[src/rtl/reg_bus_master.sv]
// Register-bus initiator: turns single read/write commands into addr/r_wn/wdata/wxfc
// bus cycles and returns one response per command, with a read timeout.
module reg_bus_master #(
  parameter int unsigned ADDR_W  = 11,
  parameter int unsigned DATA_W  = 32,
  parameter int unsigned TIMEOUT = 15
) (
  input  logic              clk,
  input  logic              rst_n,
  input  logic              req_valid,
  output logic              req_ready,
  input  logic              req_write,
  input  logic [ADDR_W-1:0] req_addr,
  input  logic [DATA_W-1:0] req_wdata,
  output logic              rsp_valid,
  input  logic              rsp_ready,
  output logic [DATA_W-1:0] rsp_rdata,
  output logic              rsp_err,
  output logic [ADDR_W-1:0] addr,
  output logic              r_wn,
  output logic [DATA_W-1:0] wdata,
  output logic              wxfc,
  input  logic              rxfc,
  input  logic [DATA_W-1:0] rdata
);

  localparam int unsigned      CNT_W    = $clog2(TIMEOUT + 1);
  localparam logic [CNT_W-1:0] CNT_LAST = CNT_W'(TIMEOUT - 1);

  typedef enum logic [1:0] {S_IDLE, S_ISSUE, S_WAIT, S_RESP} state_t;

  state_t            state, state_nxt;
  logic [CNT_W-1:0]  cnt, cnt_nxt;
  logic [ADDR_W-1:0] addr_nxt;
  logic [DATA_W-1:0] wdata_nxt, rsp_rdata_nxt;
  logic              r_wn_nxt, rsp_err_nxt;
  logic              req_hs, rsp_hs;

  assign req_hs = req_valid & req_ready;
  assign rsp_hs = rsp_valid & rsp_ready;

  always_ff @(posedge clk or negedge rst_n) begin
    if (!rst_n) state <= S_IDLE;
    else        state <= state_nxt;
  end

  // r_wn already holds the latched direction during ISSUE
  always_comb begin
    state_nxt = state;
    unique case (state)
      S_IDLE:  if (req_hs) state_nxt = S_ISSUE;
      S_ISSUE: state_nxt = r_wn ? S_WAIT : S_RESP;
      S_WAIT:  if (rxfc || (cnt == CNT_LAST)) state_nxt = S_RESP;
      S_RESP:  if (rsp_hs) state_nxt = S_IDLE;
      default: state_nxt = S_IDLE;
    endcase
  end

  always_comb begin
    addr_nxt      = addr;
    wdata_nxt     = wdata;
    r_wn_nxt      = r_wn;
    rsp_rdata_nxt = rsp_rdata;
    rsp_err_nxt   = rsp_err;
    cnt_nxt       = cnt;
    unique case (state)
      S_IDLE: begin
        if (req_hs) begin
          addr_nxt  = req_addr;
          wdata_nxt = req_wdata;
          r_wn_nxt  = ~req_write;
        end
      end
      S_ISSUE: begin
        cnt_nxt = '0;
        if (!r_wn) begin
          rsp_rdata_nxt = '0;
          rsp_err_nxt   = 1'b0;
        end
      end
      S_WAIT: begin
        // rxfc on the last WAIT cycle takes priority over the timeout
        if (rxfc) begin
          rsp_rdata_nxt = rdata;
          rsp_err_nxt   = 1'b0;
        end else if (cnt == CNT_LAST) begin
          rsp_rdata_nxt = '1;
          rsp_err_nxt   = 1'b1;
        end else begin
          cnt_nxt = cnt + 1'b1;
        end
      end
      S_RESP: begin
        if (rsp_hs) r_wn_nxt = 1'b1;
      end
      default: ;
    endcase
  end

  // Handshake/strobe outputs are registered from the next state
  always_ff @(posedge clk or negedge rst_n) begin
    if (!rst_n) begin
      req_ready <= 1'b1;
      rsp_valid <= 1'b0;
      wxfc      <= 1'b0;
      rsp_rdata <= '0;
      rsp_err   <= 1'b0;
      addr      <= '0;
      wdata     <= '0;
      r_wn      <= 1'b1;
      cnt       <= '0;
    end else begin
      req_ready <= (state_nxt == S_IDLE);
      rsp_valid <= (state_nxt == S_RESP);
      wxfc      <= (state_nxt == S_ISSUE);
      rsp_rdata <= rsp_rdata_nxt;
      rsp_err   <= rsp_err_nxt;
      addr      <= addr_nxt;
      wdata     <= wdata_nxt;
      r_wn      <= r_wn_nxt;
      cnt       <= cnt_nxt;
    end
  end

endmodule

[config.mk]
export PLATFORM = sky130hd
export DESIGN_NAME = reg_bus_master
export DESIGN_NICKNAME = d
export VERILOG_FILES = /design/src/rtl/reg_bus_master.sv
export SDC_FILE = /design/constraint.sdc
export NUM_CORES = 1
export LEC_CHECK = 0
export ABC_AREA = 1
export CORE_UTILIZATION = 60
export CTS_CLUSTER_SIZE = 12
export DETAILED_ROUTE_END_ITERATION = 10
export DONT_BUFFER_PORTS = 1
export GPL_ROUTABILITY_DRIVEN = 0
export PLACE_DENSITY = 0.75
export REMOVE_ABC_BUFFERS = 1
export SLEW_MARGIN = 20
export SYNTH_ARGS = -nofsm -noshare
export SYNTH_HDL_FRONTEND = slang
export SYNTH_SLANG_ARGS = --single-unit
[constraint.sdc]
create_clock -name clk -period 2.74 [get_ports clk]
set_input_delay 0 -clock clk [delete_from_list [all_inputs] [get_ports clk]]
set_output_delay 0 -clock clk [all_outputs]
set_load 0.02 [all_outputs]
# Yosys cells after proc, flatten, opt, wreduce, memory -nomap -nowiden
# Cells that the tools add are included.
[word_totals]
reg_bits = 86
output_inout_bits = 80
[classes]
mux = 19
addsub = 1
eq_ne = 12
n_reduce_logical = 9
bitwise = 3
[op_table]
columns = ["op", "count"]
rows = [
  ["32-bit two-way mux", 3],
  ["32-bit one-hot mux with 2 select lines", 1],
  ["2-bit inequality test, second input constant", 5],
  ["3-bit AND reduction", 3],
  ["4-bit two-way mux", 2],
  ["2-bit one-hot mux with 4 select lines", 1],
  ["4-bit one-hot mux with 2 select lines", 1],
  ["2-bit equality test, second input constant", 3],
  ["1-bit two-way mux", 6],
  ["2-bit two-way mux", 3],
  ["4-bit by 1-bit adder with 4-bit output, second input constant", 1],
  ["2-bit by 1-bit equality test with 1-bit output, second input constant", 2],
  ["4-bit equality test, second input constant", 1],
  ["2-bit logical NOT", 2],
  ["1-bit one-hot mux with 2 select lines", 2],
  ["2-bit nonzero test", 2],
  ["3-bit inequality test, second input constant", 1],
  ["1-bit bitwise AND", 2],
  ["2-bit AND reduction", 1],
  ["1-bit logical OR", 1],
  ["1-bit NOT", 1],
]

# Logic depth before layout (Yosys ltp)
[depth]
ltp_word = 5
ltp_mapped = 9
ltp_nobuf = 9

# Worst setup path after synthesis
# Ideal clock, no wire load.
[synth_path]
kind = "flip-flop to flip-flop"
from = "register state[0]"
to = "register wdata[19]"
synth_period_minus_slack_ps = 1505
setup_ps = 125
path_buffers = 1
slack_ps = 1235
path_stages_with_launch = 6
required_time_ps = 2615
arrival_ps = 1380
path_cell_list = "dfrtp_1 -> inv_1 -> ha_1 -> nand3_4 -> clkbuf_8 -> mux2_4"
[synth_between]
elab_chain_cells = 2
[synth_rtl]
columns = ["element", "line", "rtl"]
rows = [
  ["from (decl)", "32", "state_t state, state_nxt;"],
  ["from (signal assigned)", "44", "else state <= state_nxt;"],
  ["2-bit logical NOT", "66", "unique case (state)"],
  ["2-bit AND reduction (no line)", "n/a", ""],
  ["to (signal assigned)", "119", "wdata <= wdata_nxt;"],
  ["to (decl)", "21", "output logic [DATA_W-1:0] wdata,"],
]
# Every way passes these cells.
# A chain may end at the register's enable or synchronous reset.

# Final worst setup path
[layout_path]
from = "register state[1]"
to = "register r_wn"
[layout_between]
elab_chain_cells = 3
[layout_rtl]
columns = ["element", "line", "rtl"]
rows = [
  ["2-bit equality test or 2-bit logical NOT (tied branches)", "66", ""],
  ["2-bit inequality test (no line) or 2-bit nonzero test (tied branches)", "n/a", ""],
  ["3-bit AND reduction (no line)", "n/a", ""],
  ["to (signal assigned)", "120", "r_wn <= r_wn_nxt;"],
  ["to (decl)", "20", "output logic r_wn,"],
]
# Parallel ways exist; a longest one is shown, timed or not.

==> reports/metrics.csv <==
stage,metric,value,unit
synthesis,yosysTopAreaCellShare,58.8,%
sta,setup_violations,0,
synthesis,ys_types,24,
place,preCtsSetupSlack,0.769,ns
outcome,status,"finished, final reports clean",
worst_setup_path,required,3.02,ns
clock_tree,cts_tree,yes,
clock_tree,postCtsResizedCells,0,
global_route,grt_overflow,0,
clock_tree,cts_root_buffer,clkbuf_8,
layout,ff_latch_area,0.00215,mm2
drt,wl_per_cell,19.7,um
drt,drt_first_pass_iters,4,
place,postPlaceCellArea,0.00357,mm2
worst_setup_path,crit_arrival,2.65,ns
worst_setup_path,worstRegToRegCells,7,
worst_hold_path,hold_path_end,req_ready$_DFF_PN1_,
worst_hold_path,min_from,rsp_ready,
floorplanning,ios,161,
layout,drive_gt1_share,17.7,%
power_and_ir_drop,seqPwrFrac,57.2,%
layout,fillers,306,
synthesis,synthAdderAreaFrac,2.10,%
sta,finClkSkew,0.0146,ns
global_route,grt_pass1_wl,14.1,mm
clock_tree,path_clk_slew,0.09,ns
synthesis,yosys.area.top_type,dfrtp_1,
global_route,track_usage,30.7,%
worst_setup_path,r2r_slack,0.38,ns
floorplanning,placementRows,27,
power_and_ir_drop,clockPowerShare,15.1,%
power_and_ir_drop,vdd_drop_max,0.000670,V
worst_hold_path,hp-class,in2reg,
drt,route.vias.total,2602,
clock_tree,ctsHoldBuffers,81,
sta,slew_headroom,63.4,%
worst_setup_path,crit_path_end_kind,register,
drt,routed_wl,9.10,mm
synthesis,ys_seq_area_share,60.3,%
drt,drt-initial-drc-count,109,
clock_tree,numCtsBuffers,9,
synthesis,postSynthCellCount,306,
clock_tree,postCtsSetupBuffers,0,
clock_tree,clkSinkCount,86,
clock_tree,cts_max_level,3,
layout,nNetsFinal,472,
worst_setup_path,startpoint_type,register,
synthesis,synth.cell_area,0.00357,mm2
layout,antenna_cells,0,
sta,period_minus_slack,2.36,ns
floorplanning,initial_utilization,63.7,%
power_and_ir_drop,p_comb_share,27.7,%
global_route,grt.busiest_layer,met2,
power_and_ir_drop,switchingPower,2.58,mW
floorplanning,die_area,0.00627,mm2
clock_tree,cts_buffer_depth,2,
synthesis,synthMuxAreaShare,13.9,%
power_and_ir_drop,leakagePower,2.05,nW
layout,area_growth,28.3,%
power_and_ir_drop,p_per_area,1210,mW/mm2
global_route,antenna_found_initial,0,
sta,setup_ws,0.377,ns
synthesis,synth_area_per_cell,11.7,um2
global_route,use_met1,37.9,%
layout,final_cell_area,0.00458,mm2
floorplanning,die_w,79.2,um
global_route,use_met3,9.77,%
worst_setup_path,critPathMaxFanout,6,
synthesis,synth_compound_area_share,10.8,%
drt,via_per_inst,5.63,
global_route,grt_pass1_vias,2639,
sta,tightest_slew,0.550,ns
synthesis,yosys.area_share.xor_xnor,0.245,%
floorplanning,core,0.00561,mm2
synthesis,synth-simple-area-share,7.74,%
sta,final_max_slew_viol_count,0,
sta,hold_viol_final,0,
layout,multiInputGateArea,0.00125,mm2
sta,rsz0062_at_grt,no,
worst_setup_path,rr_startpoint,state[1]$_DFF_PN0_,
worst_setup_path,timing.rr.end,r_wn$_DFFE_PN1P_,
synthesis,ys_top_cells_by_area,"dfrtp_1 59%, mux2_2 13%, o21ai_0 9.4%",
power_and_ir_drop,switching_share,46.4,%
synthesis,yosys_register_bits,86,
place,port_buffers,0,
global_route,grt_start_max_net_pins,87,
floorplanning,fp.dieH,79.2,um
drt,ant_nets,0,
clock_tree,clkLatencyLatePin,0.35,ns
drt,drc,0,
sta,timing.hold.ws,0.0581,ns
power_and_ir_drop,p_int,2.98,mW
synthesis,synth_top_family_by_area,multiplexers,
worst_hold_path,hold_depth,6,
sta,fmax,423,MHz
global_route,grt_use_met2,50.9,%
worst_setup_path,crit_type,reg2reg,
place,hpwl,4.80,mm
job,max_cap_viol_count,0,
sta,finalCritPeriodShare,86.3,%
synthesis,ys_warn_count,0,
kinds of logic (layout without fill, tap and decap cells):
kind of cell    count (synthesis)  count (layout)
compound gates                 76              76
xor+xnor                        1               1
flops                          86              86
mux                            43              43
buf+inv                        28             112
fa+ha+maj                       6               6
simple gates                   66              66
layer usage:
| metal | wire length, um | up-vias | part of all wire (%) |
|---|---|---|---|
| met1 | 3630 | 1248 | 40 |
| met4 | 197 | 0 | 2.2 |
| met2 | 4470 | 143 | 49 |
| met5 | 0 | - | 0 |
| li1 | - | 1192 | - |
| met3 | 809 | 19 | 8.9 |
registers in the layout, indices dropped and copies added (netlist names):
signal,cells
rsp_rdata,32
wdata,32
addr,11
cnt,4
state,2
r_wn,1
req_ready,1
rsp_err,1
rsp_valid,1
wxfc,1
placed cells by master, fill, tap and decap left out:
master | netlist | layout
nand2_1 | 54 | 54
ha_1 | 6 | 6
o21ai_1 | 3 | 3
clkinv_4 | 0 | 1
o21ai_4 | 0 | 1
inv_1 | 10 | 10
buf_4 | 2 | 5
xor2_1 | 1 | 1
nor2_1 | 3 | 3
clkbuf_8 | 4 | 11
clkinvlp_4 | 0 | 1
o211ai_1 | 1 | 1
clkinv_2 | 0 | 1
clkbuf_1 | 8 | 1
dfrtp_1 | 84 | 84
o21ai_0 | 67 | 67
nor3b_1 | 1 | 1
nand4_1 | 1 | 1
inv_6 | 0 | 1
or2_2 | 1 | 1
nand3_1 | 5 | 5
mux2_4 | 3 | 3
nand3_4 | 1 | 1
dfstp_2 | 2 | 2
a21oi_1 | 4 | 4
mux2_2 | 40 | 40
dlygate4sd3_1 | 0 | 80
buf_16 | 0 | 1
final cells by class:
| type | instances | share of cell area (%) |
|---|---|---|
| clock inverters | 4 | 0.655 |
| well taps | 72 | 1.97 |
| clock buffers | 12 | 3.39 |
| flip-flops and latches | 86 | 47.0 |
| repair buffers | 86 | 18.9 |
| multi-input cells | 192 | 27.3 |
| inverters | 10 | 0.819 |
critical path: stages, from the launching register on:
cell and delay [ns]:
dfrtp_1 0.44, inv_1 0.11, ha_1 0.31, nand3_4 0.11, nor3b_1 0.17, dlygate4sd3_1 0.57
a21oi_1 0.04, dlygate4sd3_1 0.56
per-stage QoR:
step | util (%) | power [mW] | instances | TNS [ns]
final | 81.7 | 5.56 | 462 | 0
after CTS | 81.7 | 5.45 | 462 | 0
after global routing | 81.7 | 5.89 | 462 | 0
after floorplan | - | 4.05 | 288 | -0.433
after detailed placement | 63.7 | 4.49 | 365 | 0
after global placement | 63.7 | 4.40 | 365 | 0
worst max path at each step:
stage	slack, ns	from	end	cells after the start
floorplan	-0.01	state[0]$_DFF_PN0_	rsp_err$_DFFE_PN0P_	5
detailed placement	0.77	state[0]$_DFF_PN0_	rsp_rdata[21]$_DFFE_PN0P_	7
global placement	0.87	state[0]$_DFF_PN0_	rsp_rdata[9]$_DFFE_PN0P_	7
finish	0.38	state[1]$_DFF_PN0_	r_wn$_DFFE_PN1P_	7
global route	0.27	state[0]$_DFF_PN0_	r_wn$_DFFE_PN1P_	7
CTS	0.38	state[1]$_DFF_PN0_	r_wn$_DFFE_PN1P_	7
cell usage after synthesis:
library cell	instances
o21ai_1	3
buf_4	2
o211ai_1	1
dfrtp_1	84
nand4_1	1
nand2_1	54
xor2_1	1
inv_1	10
clkbuf_1	8
o21ai_0	67
or2_2	1
mux2_4	3
nand3_4	1
nor3b_1	1
o21ai_2	1
a21oi_1	4
clkbuf_8	4
buf_2	1
ha_1	6
buf_6	3
nand3_1	5
mux2_2	40
dfstp_2	2
nor2_1	3
power by group through the flow:
| stage | registers (mW) | clock network [mW] | logic [mW] |
|---|---|---|---|
| 4_1_cts | 3.12 | 0.841 | 1.48 |
| 6_report | 3.18 | 0.840 | 1.54 |
| 3_3_place_gp | 3.12 | 0 | 1.28 |
| 3_5_place_dp | 3.14 | 0 | 1.35 |
| 5_1_grt | 3.24 | 0.902 | 1.75 |
| 2_1_floorplan | 2.98 | 0 | 1.07 |
No activity file was read; power rests on OpenSTA's default activity.
